**src/rtl/io_uart_pkg.sv**
```systemverilog
// Shared definitions for the memory-mapped UART transmitter: register offsets,
// CSR bit positions and the transmit state encoding.
package io_uart_pkg;

  localparam int DATA_OFF = 0;
  localparam int CSR_OFF  = 1;
  localparam int DIV_OFF  = 2;

  localparam int CSR_EN        = 0;
  localparam int CSR_IRQ_EN    = 1;
  localparam int CSR_PAR_EN    = 2;
  localparam int CSR_OVF       = 3;
  localparam int CSR_FULL      = 8;
  localparam int CSR_EMPTY     = 9;
  localparam int CSR_BUSY      = 10;
  localparam int CSR_COUNT_LSB = 16;

  typedef enum logic [2:0] {
    ST_IDLE,
    ST_START,
    ST_DATA,
    ST_PARITY,
    ST_STOP
  } tx_state_t;

endpackage

```
**src/rtl/io_sync_fifo.sv**
```systemverilog
// Single-clock first-word-fall-through FIFO with occupancy count; a push into a
// full FIFO is accepted only when a pop happens on the same edge.
module io_sync_fifo #(
  parameter int WIDTH = 8,
  parameter int DEPTH = 8,
  localparam int AW   = (DEPTH > 1) ? $clog2(DEPTH) : 1
) (
  input  logic             clk,
  input  logic             rst_n,
  input  logic             push,
  input  logic [WIDTH-1:0] wdata,
  input  logic             pop,
  output logic [WIDTH-1:0] rdata,
  output logic             full,
  output logic             empty,
  output logic [AW:0]      count
);

  logic [WIDTH-1:0] mem [DEPTH];
  logic [AW-1:0]    wr_ptr, rd_ptr;
  logic [AW:0]      count_q;
  logic             do_push, do_pop;

  assign full    = (count_q == (AW+1)'(DEPTH));
  assign empty   = (count_q == '0);
  assign count   = count_q;
  assign rdata   = mem[rd_ptr];
  assign do_pop  = pop && !empty;
  assign do_push = push && (!full || do_pop);

  // NOTE: storage has no reset; the pointers and count alone define what is valid.
  always_ff @(posedge clk) begin
    if (do_push) mem[wr_ptr] <= wdata;
  end

  always_ff @(posedge clk or negedge rst_n) begin
    if (!rst_n) begin
      wr_ptr  <= '0;
      rd_ptr  <= '0;
      count_q <= '0;
    end else begin
      if (do_push) wr_ptr <= wr_ptr + 1'b1;
      if (do_pop)  rd_ptr <= rd_ptr + 1'b1;
      case ({do_push, do_pop})
        2'b10:   count_q <= count_q + 1'b1;
        2'b01:   count_q <= count_q - 1'b1;
        default: count_q <= count_q;
      endcase
    end
  end

endmodule

```
**src/rtl/io_uart_tx.sv**
```systemverilog
// UART transmitter peripheral: DATA/CSR/DIV registers at IO_BASE, transmit FIFO,
// runtime baud divisor, sticky overflow and level irq. Define IO_UART_TX_PARITY_EN
// to add the CSR par_en bit and an even-parity bit after the data bits.
module io_uart_tx
  import io_uart_pkg::*;
#(
  parameter int                ADDR_W      = 8,
  parameter int                DATA_W      = 32,
  parameter int                FIFO_DEPTH  = 8,
  parameter int                DIV_W       = 16,
  parameter logic [DIV_W-1:0]  DEFAULT_DIV = DIV_W'(434),
  parameter logic [ADDR_W-1:0] IO_BASE     = ADDR_W'(8'h10)
) (
  input  logic              clk,
  input  logic              rst,
  input  logic [ADDR_W-1:0] io_addr,
  input  logic [DATA_W-1:0] io_wdata,
  input  logic              io_we,
  output logic [DATA_W-1:0] io_rdata,
  output logic              uart_tx,
  output logic              irq
);

  localparam int CW = ((FIFO_DEPTH > 1) ? $clog2(FIFO_DEPTH) : 1) + 1;
  localparam logic [ADDR_W-1:0] A_DATA = IO_BASE + ADDR_W'(DATA_OFF);
  localparam logic [ADDR_W-1:0] A_CSR  = IO_BASE + ADDR_W'(CSR_OFF);
  localparam logic [ADDR_W-1:0] A_DIV  = IO_BASE + ADDR_W'(DIV_OFF);

  logic             wr_data, wr_csr, wr_div;
  logic             en_q, irq_en_q, par_en_q, ovf_q, irq_q;
  logic [DIV_W-1:0] div_q, div_eff;
  logic             fifo_full, fifo_empty, pop;
  logic [7:0]       fifo_rdata;
  logic [CW-1:0]    fifo_count;
  logic [DATA_W-1:0] rdata_q, rdata_d;
  logic [31:0]      csr_word;
  logic             unused_ok;

  tx_state_t        state_q, state_d;
  logic [DIV_W-1:0] timer_q, timer_d, period_q, period_d;
  logic [2:0]       idx_q, idx_d;
  logic [7:0]       shift_q, shift_d;
  logic             tx_q, tx_d, busy, start_cond, bit_done;

  assign wr_data   = io_we && (io_addr == A_DATA);
  assign wr_csr    = io_we && (io_addr == A_CSR);
  assign wr_div    = io_we && (io_addr == A_DIV);
  assign unused_ok = ^io_wdata;

  io_sync_fifo #(.WIDTH(8), .DEPTH(FIFO_DEPTH)) u_fifo (
    .clk   (clk),
    .rst_n (rst),
    .push  (wr_data),
    .wdata (io_wdata[7:0]),
    .pop   (pop),
    .rdata (fifo_rdata),
    .full  (fifo_full),
    .empty (fifo_empty),
    .count (fifo_count)
  );

  always_ff @(posedge clk or negedge rst) begin
    if (!rst) begin
      en_q     <= 1'b0;
      irq_en_q <= 1'b0;
      ovf_q    <= 1'b0;
      div_q    <= DEFAULT_DIV;
    end else begin
      if (wr_csr) begin
        en_q     <= io_wdata[CSR_EN];
        irq_en_q <= io_wdata[CSR_IRQ_EN];
      end
      if (wr_div) div_q <= io_wdata[DIV_W-1:0];
      // An overflowing push wins over a same-cycle write-one-to-clear.
      if (wr_data && fifo_full && !pop)      ovf_q <= 1'b1;
      else if (wr_csr && io_wdata[CSR_OVF])  ovf_q <= 1'b0;
    end
  end

`ifdef IO_UART_TX_PARITY_EN
  logic par_q, par_d;

  always_ff @(posedge clk or negedge rst) begin
    if (!rst) begin
      par_en_q <= 1'b0;
      par_q    <= 1'b0;
    end else begin
      if (wr_csr) par_en_q <= io_wdata[CSR_PAR_EN];
      par_q <= par_d;
    end
  end
`else
  assign par_en_q = 1'b0;
`endif

  assign div_eff    = (div_q == '0) ? DIV_W'(1) : div_q;
  assign start_cond = en_q && !fifo_empty;
  assign bit_done   = (timer_q == '0);
  assign busy       = (state_q != ST_IDLE);

  // NOTE: always_comb uses blocking (=) and assigns every output a default first,
  // so no latch is inferred; the registers it feeds use non-blocking (<=) only.
  always_comb begin
    logic load;
    load     = 1'b0;
    pop      = 1'b0;
    state_d  = state_q;
    timer_d  = timer_q;
    period_d = period_q;
    idx_d    = idx_q;
    shift_d  = shift_q;
    tx_d     = tx_q;
`ifdef IO_UART_TX_PARITY_EN
    par_d    = par_q;
`endif
    if (busy && !bit_done) timer_d = timer_q - 1'b1;

    case (state_q)
      ST_IDLE: load = start_cond;
      ST_START: if (bit_done) begin
        state_d = ST_DATA;
        tx_d    = shift_q[0];
        idx_d   = '0;
        timer_d = period_q - 1'b1;
      end
      ST_DATA: if (bit_done) begin
        timer_d = period_q - 1'b1;
        if (idx_q == 3'd7) begin
          state_d = ST_STOP;
          tx_d    = 1'b1;
`ifdef IO_UART_TX_PARITY_EN
          if (par_en_q) begin
            state_d = ST_PARITY;
            tx_d    = par_q;
          end
`endif
        end else begin
          idx_d   = idx_q + 1'b1;
          shift_d = shift_q >> 1;
          tx_d    = shift_q[1];
        end
      end
`ifdef IO_UART_TX_PARITY_EN
      ST_PARITY: if (bit_done) begin
        state_d = ST_STOP;
        tx_d    = 1'b1;
        timer_d = period_q - 1'b1;
      end
`endif
      ST_STOP: if (bit_done) begin
        state_d = ST_IDLE;
        load    = start_cond;
      end
      default: begin
        state_d = ST_IDLE;
        tx_d    = 1'b1;
      end
    endcase

    // Frame start: pop the head byte and latch the divisor for the whole frame.
    if (load) begin
      pop      = 1'b1;
      state_d  = ST_START;
      tx_d     = 1'b0;
      period_d = div_eff;
      timer_d  = div_eff - 1'b1;
      shift_d  = fifo_rdata;
`ifdef IO_UART_TX_PARITY_EN
      par_d    = ^fifo_rdata;
`endif
    end
  end

  always_ff @(posedge clk or negedge rst) begin
    if (!rst) begin
      state_q  <= ST_IDLE;
      timer_q  <= '0;
      period_q <= DIV_W'(1);
      idx_q    <= '0;
      shift_q  <= '0;
      tx_q     <= 1'b1;
      irq_q    <= 1'b0;
    end else begin
      state_q  <= state_d;
      timer_q  <= timer_d;
      period_q <= period_d;
      idx_q    <= idx_d;
      shift_q  <= shift_d;
      tx_q     <= tx_d;
      irq_q    <= irq_en_q && fifo_empty && !busy;
    end
  end

  always_comb begin
    csr_word                  = '0;
    csr_word[CSR_EN]          = en_q;
    csr_word[CSR_IRQ_EN]      = irq_en_q;
    csr_word[CSR_PAR_EN]      = par_en_q;
    csr_word[CSR_OVF]         = ovf_q;
    csr_word[CSR_FULL]        = fifo_full;
    csr_word[CSR_EMPTY]       = fifo_empty;
    csr_word[CSR_BUSY]        = busy;
    csr_word[CSR_COUNT_LSB+:8] = 8'(fifo_count);
  end

  always_comb begin
    rdata_d = '0;
    if (io_addr == A_CSR)      rdata_d = DATA_W'(csr_word);
    else if (io_addr == A_DIV) rdata_d = DATA_W'(div_q);
  end

  always_ff @(posedge clk or negedge rst) begin
    if (!rst) rdata_q <= '0;
    else      rdata_q <= rdata_d;
  end

  assign io_rdata = rdata_q;
  assign uart_tx  = tx_q;
  assign irq      = irq_q;

endmodule
```
**config.mk**
```make
export PLATFORM = sky130hd
export DESIGN_NAME = io_uart_tx
export DESIGN_NICKNAME = d
export VERILOG_FILES = /design/src/rtl/io_uart_pkg.sv /design/src/rtl/io_sync_fifo.sv /design/src/rtl/io_uart_tx.sv
export SDC_FILE = /design/constraint.sdc
export NUM_CORES = 1
export LEC_CHECK = 0
export CORE_ASPECT_RATIO = 0.9
export CORE_UTILIZATION = 40
export CTS_CLUSTER_SIZE = 12
export DETAILED_ROUTE_END_ITERATION = 8
export HOLD_SLACK_MARGIN = 0.05
export SETUP_SLACK_MARGIN = 0.2
export SLEW_MARGIN = 10
export SYNTH_ARGS = -nofsm -noshare
export SYNTH_HDL_FRONTEND = slang
export SYNTH_SLANG_ARGS = --single-unit
```
**constraint.sdc**
```tcl
create_clock -name clk -period 3.4 [get_ports clk]
set_input_delay 0.68 -clock clk [delete_from_list [all_inputs] [get_ports clk]]
set_output_delay 0.68 -clock clk [all_outputs]
set_load 0.02 [all_outputs]
```
==> results.md, run 1 <==
- Total Die Area: 19500 sq um
- Fin. max-slew vios: 0
- Max-slew headroom at the worst pin: 0.402
- DRT iter0 DRCs: approximately 310
- TritonCTS buffer count: 17
- Final hold vios: 0
- Ant diodes: 0
- Drt via density: about 5.3
- Reg2Reg Depth: 10
- Fin crit share: 0.894
- Reg2reg start: timer_q[4]$_DFF_PN0_
- Reg clk slew, reported paths: about 0.070 ns
- Wire length per cell: approximately 18 um
- Layout net count: about 740
- Post-DP HPWL: approximately 12 mm
- Clock Tree Buf Depth: 2
- Final setup viols: 0
- Die Wd: ~150 um
- Mean Syn Cell Area: approximately 12 sq um
- Core region area: 18500 sq um
- Cell area power density: roughly 670 nW/um^2
- Arrival time worst endpoint: 3.40 ns
- Crit-path max FO: 7
- Register area share after synthesis: 0.576
- Largest net degree at the start of global routing: 65
- Pleak: approximately 0.0037 uW
- Class of the worst hold path: in2async
- RD Place Congestion: 0.816
- Tmin final: 3.04 ns
- Async SR Flop Fraction: 0.602
- Via count: between 5000 and 6000
- Area Growth Syn to Fin: 18.7%
- Synthesized flop and latch total: roughly 160
- Setup slack, reg-to-reg: between 0.3 and 0.4 ns
- Pwr Total: between 5000 and 6000 uW
- Final antenna-violating net count: 0
- Root buffer cell: clkbuf_16
- Synthesized instance count: 620
- Critical path endpoint: u_fifo.count[3]$_DFFE_PN0P_
- H-tree depth: 4
- WL final: between 15 and 20 mm
- Post-synthesis cell type count: between 60 and 70
- Grt total ovfl: 0
- Synth Warn #: 0
- Top_reg_cell synth: dfrtp_1
- Worst setup path class: reg2reg
- Clock latency on the worst-skew pair: about 0.43 ns
- R2r endpoint: u_fifo.count[3]$_DFFE_PN0P_
- Die Height: between 100 and 150 um
- Crit start category: register
- DRT Pass-1 Iters: 4
- CTS Sinks: about 160
- CP required: ~3.8 ns
- RSZ-0062 raised after global routing: no
- Peak supply drop: roughly 0.4 mV
- GRT Total Usage: 0.186
- Crit. Startpoint: timer_q[4]$_DFF_PN0_
- Mapped Area: ~7600 sq um
- Io pins: 77
- First-pass GRT wire length: 27.8 mm
- CTS tree: built
- Post-synth EDFFs: 64
- Remaining DRCs: 0
- Type of destination of the critical path: register
- Worst-Margin Slew: 0.885 ns
- Final hold slack: approximately 0.35 ns
- FMAX: approximately 330 MHz
- Initial core utilization: 0.410
- Standard-cell rows: 47
- Port bufs: 48
- Hold-fix buffers, CTS: 0
- Number of global-route vias before repair: around 5100
- Max Clock Skew: 0.00958 ns
- Status: finished clean
- Max-cap check violation count: 0
- Initial antenna violation count: 0
- Share of layout cells above drive strength 1: 0.165
- Setup TNS: 0 ns
## layout by cell type, fill, tap and decap left out, drive strengths merged, types with 19 or more instances in the layout
cell           instances
mux2                  21
dfrtp                 90
clkdlybuf4s50         47
and2                  19
buf                   25
edfxtp                64
xnor2                 20
nor3                  24
nor2                  37
nand2                 76
## area by class of cell
| type | count | area (sq um) |
|---|---|---|
| Timing Repair Buffer | 72 | 671 |
| Sequential cell | 161 | 4360 |
| Multi-Input combinational cell | 423 | 3010 |
| Fill cell | 1646 | 9480 |
| Clock inverter | 14 | 176 |
| Tap cell | 245 | 307 |
| Clock buffer | 18 | 429 |
| Inverter | 10 | 37.5 |
## cells in the mapped netlist, drive strengths merged, types with 11 or more instances
library cell	count	area (sq um)
mux4	16	360
clkbuf	17	83.8
a21oi	15	78.8
nor3	24	125
xor2	18	158
nand2	76	285
nor2	37	139
xnor2	20	175
buf	20	139
mux2	21	236
edfxtp	64	1920
nand3	13	65.1
a22o	11	96.3
and2	19	119
o21ai	17	85.1
dfrtp	90	2250
mux2i	11	110
## sequential cells by signal, summed over array words and instances, names as in the netlist
register / flops
u_fifo.rd_ptr: 3
irq_en_q: 1
uart_tx: 1
io_rdata: 20
shift_q: 8
u_fifo.wr_ptr: 3
u_fifo.count: 4
idx_q: 3
irq: 1
ovf_q: 1
state_q: 3
period_q: 16
en_q: 1
timer_q: 16
u_fifo.mem: 64
div_q: 16
## per-layer routing
layer	track usage	part of all wire	vias up
li1	-	-	2378
met1	0.263	0.49	2493
met2	0.288	0.46	117
met3	0.0393	0.038	19
met4	0.0556	0.014	0
met5	0	0	-
## worst min-delay path by stage
stage                 startpoint                    end  slack, ns  cells after the start
6_report                     rst  div_q[15]$_DFFE_PN0P_       0.35                      1
5_1_grt                      rst  div_q[15]$_DFFE_PN0P_       0.41                      1
4_1_cts                      rst  div_q[15]$_DFFE_PN0P_       0.37                      1
3_5_place_dp   ovf_q$_DFFE_PN0P_      ovf_q$_DFFE_PN0P_       0.47                      2
3_3_place_gp   ovf_q$_DFFE_PN0P_      ovf_q$_DFFE_PN0P_       0.46                      2
2_1_floorplan                rst   div_q[0]$_DFFE_PN0P_       0.38                      0
## worst max-delay path: stages, from the launching register on
cell and delay, ns:
dfrtp_1 0.44, or4_1 0.65, nor4_2 0.41, a21o_1 0.30
nand2b_1 0.10, inv_1 0.10, ha_1 0.23, a21o_1 0.17
a21oi_1 0.18, mux2i_1 0.23, xor2_1 0.15
## stage by stage
step	instance area [sq um]	worst slack, ns	cells	utilization
final	8990	0.359	943	0.487
after global routing	8990	0.243	943	0.487
after CTS	8980	0.313	943	0.486
after detailed placement	8370	0.0848	911	0.454
after global placement	8370	0.175	911	0.454
after floorplan	7610	0.524	631	-
## report_power, final
part / internal [uW] / switching, uW
clock network: 1110 / 842
registers: 2250 / 296
logic: 734 / 750
## repair_timing
item / CTS / global route
gates resized for setup: 0 / 1
setup endpoints to repair: 0 / 1
buffers inserted: 0 / 0
## logic make-up after synthesis
family	synth area share
xor gates and xnor gates	0.0440
DFF	0.576
adders and majority gates	0.0192
buffers and inverters	0.0344
muxes	0.0934
and+or+nand+nor	0.152
other	0.000495
AOI/OAI and AO/OA	0.0810
(Power assumes the default switching activity.)
==> run 2, diff against run 1 <==
--- a/config.mk
+++ b/config.mk
@@ -10,6 +10,7 @@
 export CTS_CLUSTER_SIZE = 12
 export DETAILED_ROUTE_END_ITERATION = 8
 export HOLD_SLACK_MARGIN = 0.05
+export MAX_ROUTING_LAYER = met4
 export SETUP_SLACK_MARGIN = 0.2
 export SLEW_MARGIN = 10
 export SYNTH_ARGS = -nofsm -noshare
==> results.md, run 2 (synthesis results as in run 1) <==
- Status: finished clean
- Area Growth Syn to Fin: 18.7% (unchanged)
- Reg clk slew, reported paths: 0.07 ns (about the same)
- RSZ-0062 raised after global routing: no
- FMAX: 328 MHz (-0.22%)
- Post-DP HPWL: 11.7 mm (unchanged)
- Final setup viols: 0 (unchanged)
- Max Clock Skew: 0.00992 ns (+0.000337 ns)
- Layout net count: 739 (unchanged)
- Final hold slack: 0.339 ns (-0.0148 ns)
- DRT Pass-1 Iters: 4 (unchanged)
- DRT iter0 DRCs: 297 (-5.4%)
- Clk pwr share: 0.326 (about the same)
- Sw Share: 0.316 (+0.000664)
- Internal power: 4100 uW (about the same)
- Port bufs: 48 (unchanged)
- Tmin final: 3.05 ns (+0.00658 ns)
- Placed Cells: 911 (unchanged)
- Worst setup path class: reg2reg
- Via count: 5003 (-0.080%)
- Sequential cell area: 4360 sq um (unchanged)
- Max-cap check violation count: 0 (unchanged)
- Wire length per cell: 17.9 um (+0.18%)
- Initial antenna violation count: 0 (unchanged)
- Total Die Area: 19500 sq um (unchanged)
- Pleak: 0.00366 uW (unchanged)
- CTS Sinks: 161 (unchanged)
- Crit start category: register
- First-pass GRT wire length: 27.8 mm (about the same)
- Die Wd: 147 um (unchanged)
- Setup TNS: 0 ns (unchanged)
- Class of the worst hold path: in2async
- Fin. max-slew vios: 0 (unchanged)
- Largest register FFs: 64 (unchanged)
- Grt total ovfl: 0 (unchanged)
- Final antenna-violating net count: 0 (unchanged)
- Fin crit share: 0.896 (+0.00194)
- Io pins: 77 (unchanged)
- Hold-fix buffers, CTS: 0 (unchanged)
- Cell area power density: 667 nW/um^2 (about the same)
- Clock Tree Buf Depth: 2 (unchanged)
- Crit-path max FO: 7 (unchanged)
- Final cell count without fillers: 943 (unchanged)
- Peak supply drop: 0.392 mV (-0.27%)
- Remaining DRCs: 0 (unchanged)
- # fillers: 1646 (unchanged)
- GRT Total Usage: 0.192 (+0.00587)
- Most common cell after layout, fill and taps aside: dfrtp_1
- Reg with most FFs: u_fifo.mem
- Final hold vios: 0 (unchanged)
- Die Height: 133 um (unchanged)
- Max-slew headroom at the worst pin: 0.399 (-0.00262)
- Post_cts resized: 0 (unchanged)
- Drt via density: 5.31 (about the same)
- Post-CTS Setup Bufs: 0 (unchanged)
- Initial core utilization: 0.410 (unchanged)
- WL final: 16.9 mm (+0.18%)
- Most frequent cells in the layout: dfrtp_1 (90), nand2_1 (76), edfxtp_1 (64)
- H-tree depth: 4 (unchanged)
- Arrival time worst endpoint: 3.41 ns (about the same)
- Clock latency on the worst-skew pair: 0.43 ns (about the same)
- Worst-Margin Slew: 0.888 ns (+0.00387 ns)
- Root buffer cell: clkbuf_16
- RD Place Congestion: 0.828 (+1.5%)
- Standard-cell rows: 47 (unchanged)
- P_sw: 1890 uW (+0.31%)
- Type of destination of the critical path: register
- Reg power frac: 0.425 (about the same)
- Share of layout cells above drive strength 1: 0.165 (unchanged)
- Ant diodes: 0 (unchanged)
- CTS tree: built
- Core region area: 18500 sq um (unchanged)
- CP required: 3.76 ns (about the same)
- TritonCTS buffer count: 17 (unchanged)
- Largest net degree at the start of global routing: 65 (unchanged)
- Number of global-route vias before repair: 5116 (+0.098%)
- Combinational Power Share: 0.248 (about the same)
- Multi-input logic area: 3010 sq um (unchanged)
[run 2: power by group through the flow]
stage,sequential [uW],combinational [uW],clock (uW)
5_1_grt,2590,1660,2070
2_1_floorplan,2450,1190,0
6_report,2550,1490,1950
3_5_place_dp,2580,1470,0
4_1_cts,2550,1490,1990
3_3_place_gp,2570,1440,0
[run 2: routing by layer]
layer  up-vias  GRT usage  share of wire
met4         0     0.0556          0.014
met3        23     0.0393          0.031
li1       2378          -              -
met5         -          -              0
met2       104      0.288           0.46
met1      2498      0.263           0.49
[run 2: area by class of cell]
cell class	count	area share
well taps	245	0.0341
flip-flops and latches	161	0.485
multi-input cells	423	0.335
clock buffers	18	0.0478
inverters	10	0.00418
repair buffers	72	0.0746
clock inverters	14	0.0196
[run 2: worst max-delay path: stages, from the launching register on]
cell and delay [ns]:
dfrtp_1 0.44, or4_1 0.65, nor4_2 0.41, a21o_1 0.31, nand2b_1 0.10, inv_1 0.10, ha_1 0.23, a21o_1 0.17
a21oi_1 0.18, mux2i_1 0.23, xor2_1 0.15
[run 2: path summary, 6_finish.rpt]
kind	slack [ns]	endpoint	cells after the start	from
min in group clk	0.49	ovf_q$_DFFE_PN0P_	2	ovf_q$_DFFE_PN0P_
worst min-delay path	0.34	div_q[15]$_DFFE_PN0P_	1	rst
worst max-delay path	0.35	u_fifo.count[3]$_DFFE_PN0P_	10	timer_q[4]$_DFF_PN0_
worst max register to register	0.35	u_fifo.count[3]$_DFFE_PN0P_	10	timer_q[4]$_DFF_PN0_
max in group asynchronous	2.29	uart_tx$_DFFE_PN1P_	2	rst
worst min register to register	0.49	ovf_q$_DFFE_PN0P_	2	ovf_q$_DFFE_PN0P_
[run 2: metrics by stage]
stage               area [sq um]  total power [uW]  setup WS [ns]  utilization
floorplan                   7610              3640          0.524            -
global placement            8370              4010          0.175        0.454
detailed placement          8370              4050         0.0848        0.454
CTS                         8980              6020          0.313        0.486
global route                8990              6320          0.243        0.487
finish                      8990              5990          0.352        0.487
